File: src/rtl/card_dealer_writer_if.sv
// card_dealer_writer_if
//   Groups the game-side control inputs and the regfile write-request
//   outputs of card_dealer_writer.
//   master : the dealer (drives write buses and status, receives controls)
//   slave  : the consumer/stimulus side (drives controls, receives writes)
//   Signals:
//     new_game       1  start/restart pulse
//     flip_req       1  player flip pulse
//     flip_addr      4  card address for flip_req
//     write_data_1  19  {data[13:0], addr[3:0], en}
//     write_data_2   7  {card_state[1:0], addr[3:0], en}
//     read_all_cards 1  full readback request pulse
//     busy           1  high outside IDLE/PLAY
//     pairs_found    3  matched pairs
//     game_over      1  all pairs matched
interface card_dealer_writer_if;
  logic        new_game;
  logic        flip_req;
  logic [3:0]  flip_addr;
  logic [18:0] write_data_1;
  logic [6:0]  write_data_2;
  logic        read_all_cards;
  logic        busy;
  logic [2:0]  pairs_found;
  logic        game_over;

  modport master (
    input  new_game, flip_req, flip_addr,
    output write_data_1, write_data_2, read_all_cards, busy, pairs_found, game_over
  );

  modport slave (
    output new_game, flip_req, flip_addr,
    input  write_data_1, write_data_2, read_all_cards, busy, pairs_found, game_over
  );
endinterface

File: src/rtl/card_dealer_writer.sv
// card_dealer_writer
//   Shuffles and deals NUM_CARDS cards (pairs of symbols) into the card
//   register file, applies player flips and resolves each flipped pair to
//   MATCHED or back to HIDDEN after HOLD_CYCLES.
//   Ports:
//     clk, rst : clock, asynchronous active-high reset
//     bus      : card_dealer_writer_if.master (controls in, write requests out)
//   Optional build macro DEAL_PREVIEW_EN: after the deal, show every card
//   face up for PREVIEW_CYCLES, then hide them again before play starts.
module card_dealer_writer #(
  parameter int unsigned NUM_CARDS      = 12,
  parameter int unsigned HOLD_CYCLES    = 65_000_000,
  parameter logic [15:0] LFSR_SEED      = 16'hACE1,
  parameter int unsigned PREVIEW_CYCLES = 130_000_000
) (
  input  logic                 clk,
  input  logic                 rst,
  card_dealer_writer_if.master bus
);

  localparam logic [3:0]  LAST_ADDR = 4'(NUM_CARDS);
  localparam logic [2:0]  PAIRS_MAX = 3'(NUM_CARDS / 2);
  localparam int unsigned CNT_MAX   = (PREVIEW_CYCLES > HOLD_CYCLES) ? PREVIEW_CYCLES : HOLD_CYCLES;
  localparam int unsigned CNT_W     = $clog2(CNT_MAX + 1);
  localparam logic [CNT_W-1:0] HOLD_LAST = CNT_W'(HOLD_CYCLES);
`ifdef DEAL_PREVIEW_EN
  localparam logic [CNT_W-1:0] PREV_LAST = CNT_W'(PREVIEW_CYCLES - 1);
`endif

  typedef enum logic [1:0] {
    CS_HIDDEN  = 2'b00,
    CS_FACE_UP = 2'b01,
    CS_MATCHED = 2'b10
  } card_state_e;

  typedef enum logic [3:0] {
    S_IDLE,
    S_SHUFFLE,
    S_DEAL,
    S_DEALT,
    S_PLAY,
    S_HOLD,
    S_RESOLVE_A,
    S_RESOLVE_B
`ifdef DEAL_PREVIEW_EN
    , S_PREV_UP,
    S_PREV_WAIT,
    S_PREV_DOWN
`endif
  } state_e;

  state_e           state_q, state_d;
  logic [15:0]      lfsr_q, lfsr_d;
  logic [2:0]       sym_q [NUM_CARDS];
  logic [2:0]       sym_d [NUM_CARDS];
  card_state_e      cst_q [NUM_CARDS];
  card_state_e      cst_d [NUM_CARDS];
  logic [3:0]       idx_q, idx_d;        // shuffle position i, then deal/preview address
  logic [CNT_W-1:0] cnt_q, cnt_d;
  logic [3:0]       a_q, a_d, b_q, b_d;
  logic             have_a_q, have_a_d;
  logic             flip_wr_q, flip_wr_d;
  logic [3:0]       flip_addr_q, flip_addr_d;
  logic [2:0]       pairs_q, pairs_d;
  logic             over_q, over_d;

  logic [3:0]       cand;
  logic             swap;
  logic             flip_in_range;
  logic [3:0]       flip_idx;
  logic             flip_ok;
  logic             is_match;
  card_state_e      res_state;
  logic             last_addr;
  logic [3:0]       idx_next;
  logic [2:0]       pairs_inc;

  always_comb begin
    cand          = lfsr_q[3:0];
    swap          = (cand <= idx_q);
    flip_in_range = (bus.flip_addr != 4'd0) && (bus.flip_addr <= LAST_ADDR);
    flip_idx      = flip_in_range ? (bus.flip_addr - 4'd1) : 4'd0;
    flip_ok       = bus.flip_req && flip_in_range && (cst_q[flip_idx] == CS_HIDDEN);
    is_match      = (sym_q[a_q - 4'd1] == sym_q[b_q - 4'd1]);
    res_state     = is_match ? CS_MATCHED : CS_HIDDEN;
    last_addr     = (idx_q == LAST_ADDR);
    idx_next      = last_addr ? 4'd1 : (idx_q + 4'd1);
    pairs_inc     = pairs_q + 3'd1;
  end

  // State register
  always_ff @(posedge clk or posedge rst) begin
    if (rst) state_q <= S_IDLE;
    else     state_q <= state_d;
  end

  // Next-state logic; new_game overrides every state
  always_comb begin
    state_d = state_q;
    if (bus.new_game) begin
      state_d = S_SHUFFLE;
    end else begin
      unique case (state_q)
        S_IDLE:      state_d = S_IDLE;
        S_SHUFFLE:   if (swap && (idx_q == 4'd1)) state_d = S_DEAL;
`ifdef DEAL_PREVIEW_EN
        S_DEAL:      if (last_addr) state_d = S_PREV_UP;
        S_PREV_UP:   if (last_addr) state_d = S_PREV_WAIT;
        S_PREV_WAIT: if (cnt_q == PREV_LAST) state_d = S_PREV_DOWN;
        S_PREV_DOWN: if (last_addr) state_d = S_DEALT;
`else
        S_DEAL:      if (last_addr) state_d = S_DEALT;
`endif
        S_DEALT:     state_d = S_PLAY;
        S_PLAY:      if (flip_ok && have_a_q) state_d = S_HOLD;
        S_HOLD:      if (cnt_q == HOLD_LAST) state_d = S_RESOLVE_A;
        S_RESOLVE_A: state_d = S_RESOLVE_B;
        S_RESOLVE_B: state_d = (is_match && (pairs_inc == PAIRS_MAX)) ? S_IDLE : S_PLAY;
        default:     state_d = S_IDLE;
      endcase
    end
  end

  // Datapath: LFSR, shadow array, flip bookkeeping, counters
  always_comb begin
    lfsr_d      = {lfsr_q[14:0], lfsr_q[15] ^ lfsr_q[13] ^ lfsr_q[12] ^ lfsr_q[10]};
    sym_d       = sym_q;
    cst_d       = cst_q;
    idx_d       = idx_q;
    cnt_d       = cnt_q;
    a_d         = a_q;
    b_d         = b_q;
    have_a_d    = have_a_q;
    flip_wr_d   = 1'b0;
    flip_addr_d = '0;
    pairs_d     = pairs_q;
    over_d      = over_q;
    if (bus.new_game) begin
      for (int unsigned k = 0; k < NUM_CARDS; k++) begin
        sym_d[4'(k)] = 3'(k >> 1);
        cst_d[4'(k)] = CS_HIDDEN;
      end
      idx_d    = LAST_ADDR - 4'd1;
      cnt_d    = '0;
      have_a_d = 1'b0;
      over_d   = 1'b0;
    end else begin
      unique case (state_q)
        S_SHUFFLE: begin
          if (swap) begin
            sym_d[idx_q] = sym_q[cand];
            sym_d[cand]  = sym_q[idx_q];
            idx_d        = (idx_q == 4'd1) ? 4'd1 : (idx_q - 4'd1);
          end
        end
        S_DEAL: begin
          cst_d[idx_q - 4'd1] = CS_HIDDEN;
          idx_d               = idx_next;
          cnt_d               = '0;
        end
`ifdef DEAL_PREVIEW_EN
        S_PREV_UP: begin
          cst_d[idx_q - 4'd1] = CS_FACE_UP;
          idx_d               = idx_next;
          cnt_d               = '0;
        end
        S_PREV_WAIT: cnt_d = cnt_q + CNT_W'(1);
        S_PREV_DOWN: begin
          cst_d[idx_q - 4'd1] = CS_HIDDEN;
          idx_d               = idx_next;
        end
`endif
        S_DEALT: begin
          pairs_d  = '0;
          have_a_d = 1'b0;
        end
        S_PLAY: begin
          if (flip_ok) begin
            cst_d[flip_idx] = CS_FACE_UP;
            flip_wr_d       = 1'b1;
            flip_addr_d     = bus.flip_addr;
            cnt_d           = '0;
            if (have_a_q) begin
              b_d = bus.flip_addr;
            end else begin
              a_d      = bus.flip_addr;
              have_a_d = 1'b1;
            end
          end
        end
        // The first HOLD cycle carries card B's face-up write, so counting
        // 0..HOLD_CYCLES leaves HOLD_CYCLES quiet cycles with both cards shown.
        S_HOLD:      cnt_d = cnt_q + CNT_W'(1);
        S_RESOLVE_A: cst_d[a_q - 4'd1] = res_state;
        S_RESOLVE_B: begin
          cst_d[b_q - 4'd1] = res_state;
          have_a_d          = 1'b0;
          if (is_match) begin
            pairs_d = pairs_inc;
            if (pairs_inc == PAIRS_MAX) over_d = 1'b1;
          end
        end
        default: ;
      endcase
    end
  end

  always_ff @(posedge clk or posedge rst) begin
    if (rst) begin
      lfsr_q      <= LFSR_SEED;
      for (int unsigned k = 0; k < NUM_CARDS; k++) begin
        sym_q[4'(k)] <= '0;
        cst_q[4'(k)] <= CS_HIDDEN;
      end
      idx_q       <= '0;
      cnt_q       <= '0;
      a_q         <= 4'd1;
      b_q         <= 4'd1;
      have_a_q    <= 1'b0;
      flip_wr_q   <= 1'b0;
      flip_addr_q <= '0;
      pairs_q     <= '0;
      over_q      <= 1'b0;
    end else begin
      lfsr_q      <= lfsr_d;
      sym_q       <= sym_d;
      cst_q       <= cst_d;
      idx_q       <= idx_d;
      cnt_q       <= cnt_d;
      a_q         <= a_d;
      b_q         <= b_d;
      have_a_q    <= have_a_d;
      flip_wr_q   <= flip_wr_d;
      flip_addr_q <= flip_addr_d;
      pairs_q     <= pairs_d;
      over_q      <= over_d;
    end
  end

  // Output logic: state-driven writes; a pending flip write only ever
  // occurs in PLAY/first HOLD cycle, so it never collides with them.
  always_comb begin
    bus.write_data_1   = '0;
    bus.write_data_2   = '0;
    bus.read_all_cards = 1'b0;
    unique case (state_q)
      S_DEAL:      bus.write_data_1 = {9'b0, sym_q[idx_q - 4'd1], CS_HIDDEN, idx_q, 1'b1};
`ifdef DEAL_PREVIEW_EN
      S_PREV_UP:   bus.write_data_2 = {CS_FACE_UP, idx_q, 1'b1};
      S_PREV_DOWN: bus.write_data_2 = {CS_HIDDEN, idx_q, 1'b1};
`endif
      S_DEALT:     bus.read_all_cards = 1'b1;
      S_RESOLVE_A: bus.write_data_2 = {res_state, a_q, 1'b1};
      S_RESOLVE_B: bus.write_data_2 = {res_state, b_q, 1'b1};
      default: ;
    endcase
    if (flip_wr_q) bus.write_data_2 = {CS_FACE_UP, flip_addr_q, 1'b1};
    bus.busy        = (state_q != S_IDLE) && (state_q != S_PLAY);
    bus.pairs_found = pairs_q;
    bus.game_over   = over_q;
  end

endmodule

File: src/flat_wrapper.sv
// flat-port wrapper written by rule: the top's interface ports become plain ports
module card_dealer_writer_flat 
#(
  parameter int unsigned NUM_CARDS      = 12,
  parameter int unsigned HOLD_CYCLES    = 65_000_000,
  parameter logic [15:0] LFSR_SEED      = 16'hACE1,
  parameter int unsigned PREVIEW_CYCLES = 130_000_000
)
  (clk, rst, bus_new_game, bus_flip_req, bus_flip_addr, bus_write_data_1, bus_write_data_2, bus_read_all_cards, bus_busy, bus_pairs_found, bus_game_over);
  card_dealer_writer_if bus_i ();
  input  logic clk;
  input  logic rst;
  input wire logic [$bits(bus_i.new_game)-1:0] bus_new_game;
  input wire logic [$bits(bus_i.flip_req)-1:0] bus_flip_req;
  input wire logic [$bits(bus_i.flip_addr)-1:0] bus_flip_addr;
  output wire logic [$bits(bus_i.write_data_1)-1:0] bus_write_data_1;
  output wire logic [$bits(bus_i.write_data_2)-1:0] bus_write_data_2;
  output wire logic [$bits(bus_i.read_all_cards)-1:0] bus_read_all_cards;
  output wire logic [$bits(bus_i.busy)-1:0] bus_busy;
  output wire logic [$bits(bus_i.pairs_found)-1:0] bus_pairs_found;
  output wire logic [$bits(bus_i.game_over)-1:0] bus_game_over;
  assign bus_i.new_game = bus_new_game;
  assign bus_i.flip_req = bus_flip_req;
  assign bus_i.flip_addr = bus_flip_addr;
  assign bus_write_data_1 = bus_i.write_data_1;
  assign bus_write_data_2 = bus_i.write_data_2;
  assign bus_read_all_cards = bus_i.read_all_cards;
  assign bus_busy = bus_i.busy;
  assign bus_pairs_found = bus_i.pairs_found;
  assign bus_game_over = bus_i.game_over;
  card_dealer_writer #(.NUM_CARDS(NUM_CARDS), .HOLD_CYCLES(HOLD_CYCLES), .LFSR_SEED(LFSR_SEED), .PREVIEW_CYCLES(PREVIEW_CYCLES)) u_core (.clk(clk), .rst(rst), .bus(bus_i));
endmodule
File: config.mk
export PLATFORM = sky130hd
export DESIGN_NAME = card_dealer_writer_flat
export DESIGN_NICKNAME = d
export VERILOG_FILES = /design/src/rtl/card_dealer_writer_if.sv /design/src/rtl/card_dealer_writer.sv /design/src/flat_wrapper.sv
export SDC_FILE = /design/constraint.sdc
export NUM_CORES = 1
export LEC_CHECK = 0
export CORE_UTILIZATION = 35
export DETAILED_ROUTE_END_ITERATION = 10
export SYNTH_ARGS = -nofsm -noshare
export SYNTH_HDL_FRONTEND = slang
export SYNTH_SLANG_ARGS = --single-unit
File: constraint.sdc
create_clock -name clk -period 6.3 [get_ports clk]
set_clock_uncertainty 0.05 [all_clocks]
set_input_delay 1.26 -clock clk [delete_from_list [all_inputs] [get_ports clk]]
set_output_delay 1.26 -clock clk [all_outputs]
set_load 0.005 [all_outputs]
# Yosys cells after proc, flatten, opt, wreduce, memory -nomap -nowiden
# Index checks and enable logic that the tools add are counted.
dict set report classes {
  addsub 7
  magnitude_cmp 14
  eq_ne 20
  muxes 76
  n_bitwise 16
  n_reduce_logical 37
}
# cell n
set ops {}
lappend ops {{$mux 36} 3}
lappend ops {{$pmux 24 s4} 1}
lappend ops {{$pmux 27 s3} 1}
lappend ops {{$bwmux 36} 2}
lappend ops {{$bmux 3 s4} 5}
lappend ops {{$mux 27} 2}
lappend ops {{$mux 4} 13}
lappend ops {{$bwmux 24} 2}
lappend ops {{$mux 24} 2}
lappend ops {{$mux 3} 14}
lappend ops {{$demux 2 s4} 4}
lappend ops {{$ge 5x5->1 const B} 6}
lappend ops {{$lt 5x1->1 const B} 6}
lappend ops {{$not 4->5} 6}
lappend ops {{$pmux 4 s7} 1}
lappend ops {{$add 27x1->27 const B} 1}
lappend ops {{$eq 27x26->1 const B} 1}
lappend ops {{$and 24x24->24} 1}
lappend ops {{$demux 3 s4} 2}
lappend ops {{$not 24->24} 1}
lappend ops {{$ne 3x2->1 const B} 6}
lappend ops {{$eq 4x3->1 const B} 4}
lappend ops {{$sub 4x1->4 const B} 4}
lappend ops {{$mux 2} 7}
lappend ops {{other kinds (34)} 75}
dict set report totals {
  reg_bits 129
  output_inout_bits 32
}

# Logic depth before layout (Yosys ltp)
dict set report logic_depth {
  ltp_word 13
  mapped_depth 14
  mapped_depth_nobuf 11
}

# Worst setup path after synthesis
# Ideal clock, no wire load.
dict set report synth_timing {
  kind {reg2out}
  start {reg u_core.b_q[0]}
  end {out bus_write_data_2[6]}
  arrival_ns 3.408
  slack_ns 1.582
  stages_incl_launch_ff 12
  path_buffers 4
  path_cell_list {dfstp_2 clkbuf_1 buf_2 inv_1 ha_1 buf_1 mux4_2 a221o_1 xor2_1 nand3_1 buf_2 nor3b_1}
}
dict set report synth_via {
  elab_chain_len 9
}
# item line
set synth_lines {}
lappend synth_lines {{start: declaration} card_dealer_writer.sv:60} ;# logic [3:0] a_q, a_d, b_q, b_d;
lappend synth_lines {{start signal: assignment} card_dealer_writer.sv:218} ;# b_q <= 4'd1;
lappend synth_lines {{start signal: assignment} card_dealer_writer.sv:231} ;# b_q <= b_d;
lappend synth_lines {{$sub 4x1->4} card_dealer_writer.sv:84} ;# is_match = (sym_q[a_q - 4'd1] == sym_q[b_q - 4'd1]);
lappend synth_lines {{$not 4->5 (implied by the code)} card_dealer_writer.sv:84}
lappend synth_lines {{$bmux 3 s4} card_dealer_writer.sv:84}
lappend synth_lines {{$mux 3 (implied by the code) (2 in a row)} card_dealer_writer.sv:84}
lappend synth_lines {{$eq 3x3->1} card_dealer_writer.sv:84}
lappend synth_lines {{$mux 2} card_dealer_writer.sv:85} ;# res_state = is_match ? CS_MATCHED : CS_HIDDEN;
lappend synth_lines {{$pmux 7 s2} card_dealer_writer.sv:246} ;# unique case (state_q)
lappend synth_lines {{$mux 7} card_dealer_writer.sv:257} ;# if (flip_wr_q) bus.write_data_2 = {CS_FACE_UP, flip_addr_q, 1'b1};
lappend synth_lines {{end: declaration} flat_wrapper.sv:17} ;# output wire logic [$bits(bus_i.write_data_2)-1:0] bus_write_data_2;
# Every way passes these cells. The select of a mux whose other input is x is not followed.

# Worst setup path after layout
# Same ends and word-level chain as after synthesis.

==> qor.csv <==
metric;value;unit
setup slack at placement;981;ps
r2r setup slk;2490;ps
clock share of power;25.3;%
Sw Ratio;45.3;%
Ys Warns;0;
setup_tns;0;ps
Yosys top cell by area;dfrtp_1;
Layout Utilization;39.4;%
footprint of the multi-input gates;5870;µm²
slowest CP cell;dfstp_2;
CP startpoint;u_core.b_q[0];
Startpoint Class;flip-flop;
capture point of the worst reg-to-reg path;u_core.cst_q[13];
Hold WS;301;ps
commonest non-fill, non-tap cell in the layout;dfrtp_1;
Peak supply drop;0.219;mV
RSZ-0062 raised after global routing;no;
pwr/cell area;352;nW/µm²
Leakage;4.25;nW
status;finished, final reports clean;
FF+latch count, synth;128;
Final HPWL DP;21500;µm
effective utilization at floorplan;35.7;%
cts repair resizes;0;
final worst setup slack;779;ps
Avg WL per Cell;21.7;µm
vias in the first global route;8470;
Die Y;168;µm
storage element area;3220;µm²
crit-path max cell delay;800;ps
final WL;30700;µm
CTS Buf Count;17;
share of cells above drive strength 1;10.9;%
antenna cells;0;
first-pass GRT wire length;48900;µm
relative slew slack;18.5;%
Syn Area/Cell;8.90;µm²
ys async rst share;100;%
die footprint;28100;µm²
Distinct cells, synth;76;
Via Count;9003;
Fin. Hold Viols;0;
Worst-Skew Late Latency;440;ps
top cells by area, synth;dfrtp_1 31%, mux4_2 10%, o21ai_0 4.2%;
clk slew on worst S/H paths;60;ps
Port Buf Inserts;28;
fin. max-slew vios;0;
worst setup path class;flip-flop to output port;
Yosys top cell area share;30.7;%
sequential area share after synthesis;33.4;%
Worst-Margin Slew;1220;ps
class of the worst hold path;flip-flop to flip-flop;
Mapped Cells;1080;
DR pass1 iterations;6;
CTS sink cnt;128;
Top Ports;40;
Root Buffer;clkbuf_16;
routability cong.;0.946;
post-CTS setup buffers;0;
grt total ovfl;0;
CTS max path bufs;2;
reg-to-reg startpoint;u_core.b_q[0];
EDFF count, synth;0;
Cell Rows;60;
CP Capture Point;bus_write_data_2[6];
Setup violations, final;0;
Final min period;5520;ps
Die Wd;168;µm
sequence of cells on the critical path;inv_1 > ha_1 > mux4_2 > a221o_1 > xor2_1 > nand3_1 > buf_4 > nor3b_1 > clkdlybuf4s50_1;
Sequential Power Share;28.1;%
core area;27000;µm²
Fillers;2700;
Data arrival, critical path;4210;ps
remaining antenna violation count;0;
DRC Markers;0;
Final Cycle Share;87.6;%
CTS tree;yes;
CP max FO;17;
main flop type after synthesis;dfrtp_1;
Initial DRC Count;1071;
Crit. End Element;output port;
R2R depth;9;
vias per cell;6.37;
Hold Buf Count CTS;0;
gr usage total;22.1;%
Comb power frac;46.6;%
max frequency;181;MHz
H-Tree Depth;4;
Net Sw Power;0.00169;W
Max-cap violations;0;
area grow syn2layout;10.5;%
Synth Cell Area;9620;µm²
NumNets Final;1097;
largest net degree at the start of global routing;75;
most frequent cells in the layout;118 x dfrtp_1, 99 x nand2_1, 79 x o21ai_0, 75 x a21oi_1, 73 x nor2_1;
initial antenna violation count;0;
Internal;0.00205;W
CP required;4990;ps
-- synth_stat cells, types with 5 or more instances --
cell	number
dfrtp_1	118
nand2_1	99
o21ai_0	81
a21oi_1	75
nor2_1	73
clkbuf_1	70
mux4_2	44
inv_1	42
o31ai_1	34
ha_1	30
nand3_1	30
nor3_1	26
mux2i_1	25
and2_1	17
o22ai_1	17
a22oi_1	16
nand4_1	14
a221oi_1	13
a31oi_1	13
buf_4	12
nor2b_1	12
nor4_1	12
a32oi_1	11
nand2b_1	11
a211oi_1	10
and3_1	10
dfstp_2	10
or3_1	10
a221o_1	9
o21ai_1	9
o211ai_1	8
o41ai_1	7
xor2_1	7
and4_1	6
buf_2	6
or4_1	6
xnor2_1	6
a21o_1	5
nor3b_1	5
-- cells by family after synthesis --
family                     Yosys count  synth area share (%)
AOI/OAI and AO/OA                  357                  24.6
and+or+nand+nor                    340                  17.4
buffers and inverters              137                  5.97
DFF                                128                  33.4
muxes                               74                  13.5
adders and majority gates           30                  3.90
xor gates and xnor gates            13                  1.18
other                                1                0.0390
-- state kept, by name (all words and copies together) (netlist names) --
register,cells
u_core.a_q,4
u_core.b_q,4
u_core.bus.game_over,1
u_core.bus.pairs_found,3
u_core.cnt_q,27
u_core.cst_q,24
u_core.flip_addr_q,4
u_core.flip_wr_q,1
u_core.have_a_q,1
u_core.idx_q,4
u_core.lfsr_q,16
u_core.state_q,3
u_core.sym_q,36
-- how the worst min path moves through the flow --
stage | from | endpoint | cells past startpoint
finish | u_core.lfsr_q[14] | u_core.lfsr_q[15] | 0
global route | u_core.lfsr_q[14] | u_core.lfsr_q[15] | 0
CTS | u_core.lfsr_q[8] | u_core.lfsr_q[9] | 0
detailed placement | u_core.lfsr_q[8] | u_core.lfsr_q[9] | 0
global placement | u_core.lfsr_q[8] | u_core.lfsr_q[9] | 0
floorplan | u_core.lfsr_q[8] | u_core.lfsr_q[9] | 0
-- metal layers --
| layer | track usage (%) | part of all wire, % |
|---|---|---|
| met4 | 8.58 | 3.0 |
| met5 | 0 | 0 |
| met1 | 30.4 | 43 |
| met3 | 4.11 | 7.8 |
| met2 | 34.5 | 46 |
-- power by group through the flow --
stage | Sequential [W] | Clock (W) | Combinational, W
finish | 0.00105 | 0.000946 | 0.00175
global route | 0.00106 | 0.000998 | 0.00189
CTS | 0.00105 | 0.000964 | 0.00172
detailed placement | 0.00106 | 0 | 0.00171
global placement | 0.00106 | 0 | 0.00170
floorplan | 0.000976 | 0 | 0.00127
-- metrics by stage --
stage	instances	total power [W]	cell area, µm²
floorplan	1090	0.00224	9650
global placement	1381	0.00275	10100
detailed placement	1381	0.00277	10100
CTS	1413	0.00373	10600
global route	1413	0.00395	10600
finish	1413	0.00374	10600
-- cell type report --
class	instances	area share, %
multi-input combinational	825	55.3
sequential	128	30.3
clock buffer	18	4.04
tap	341	4.02
timing repair buffer	43	3.65
inverter	44	1.60
clock inverter	14	1.14
-- worst max-delay path: cells and delay by family, from the launching register on --
family / cells / cell delay [ps]
adder cells (fa/ha/maj): 1 / 570
multiplexers: 1 / 550
buffers and inverters: 3 / 930
XOR/XNOR: 1 / 250
AND/OR/NAND/NOR: 2 / 340
AO/OA/AOI/OAI: 1 / 340
flip-flops: 1 / 800
Note: power is estimated with default switching activity, not from simulation.
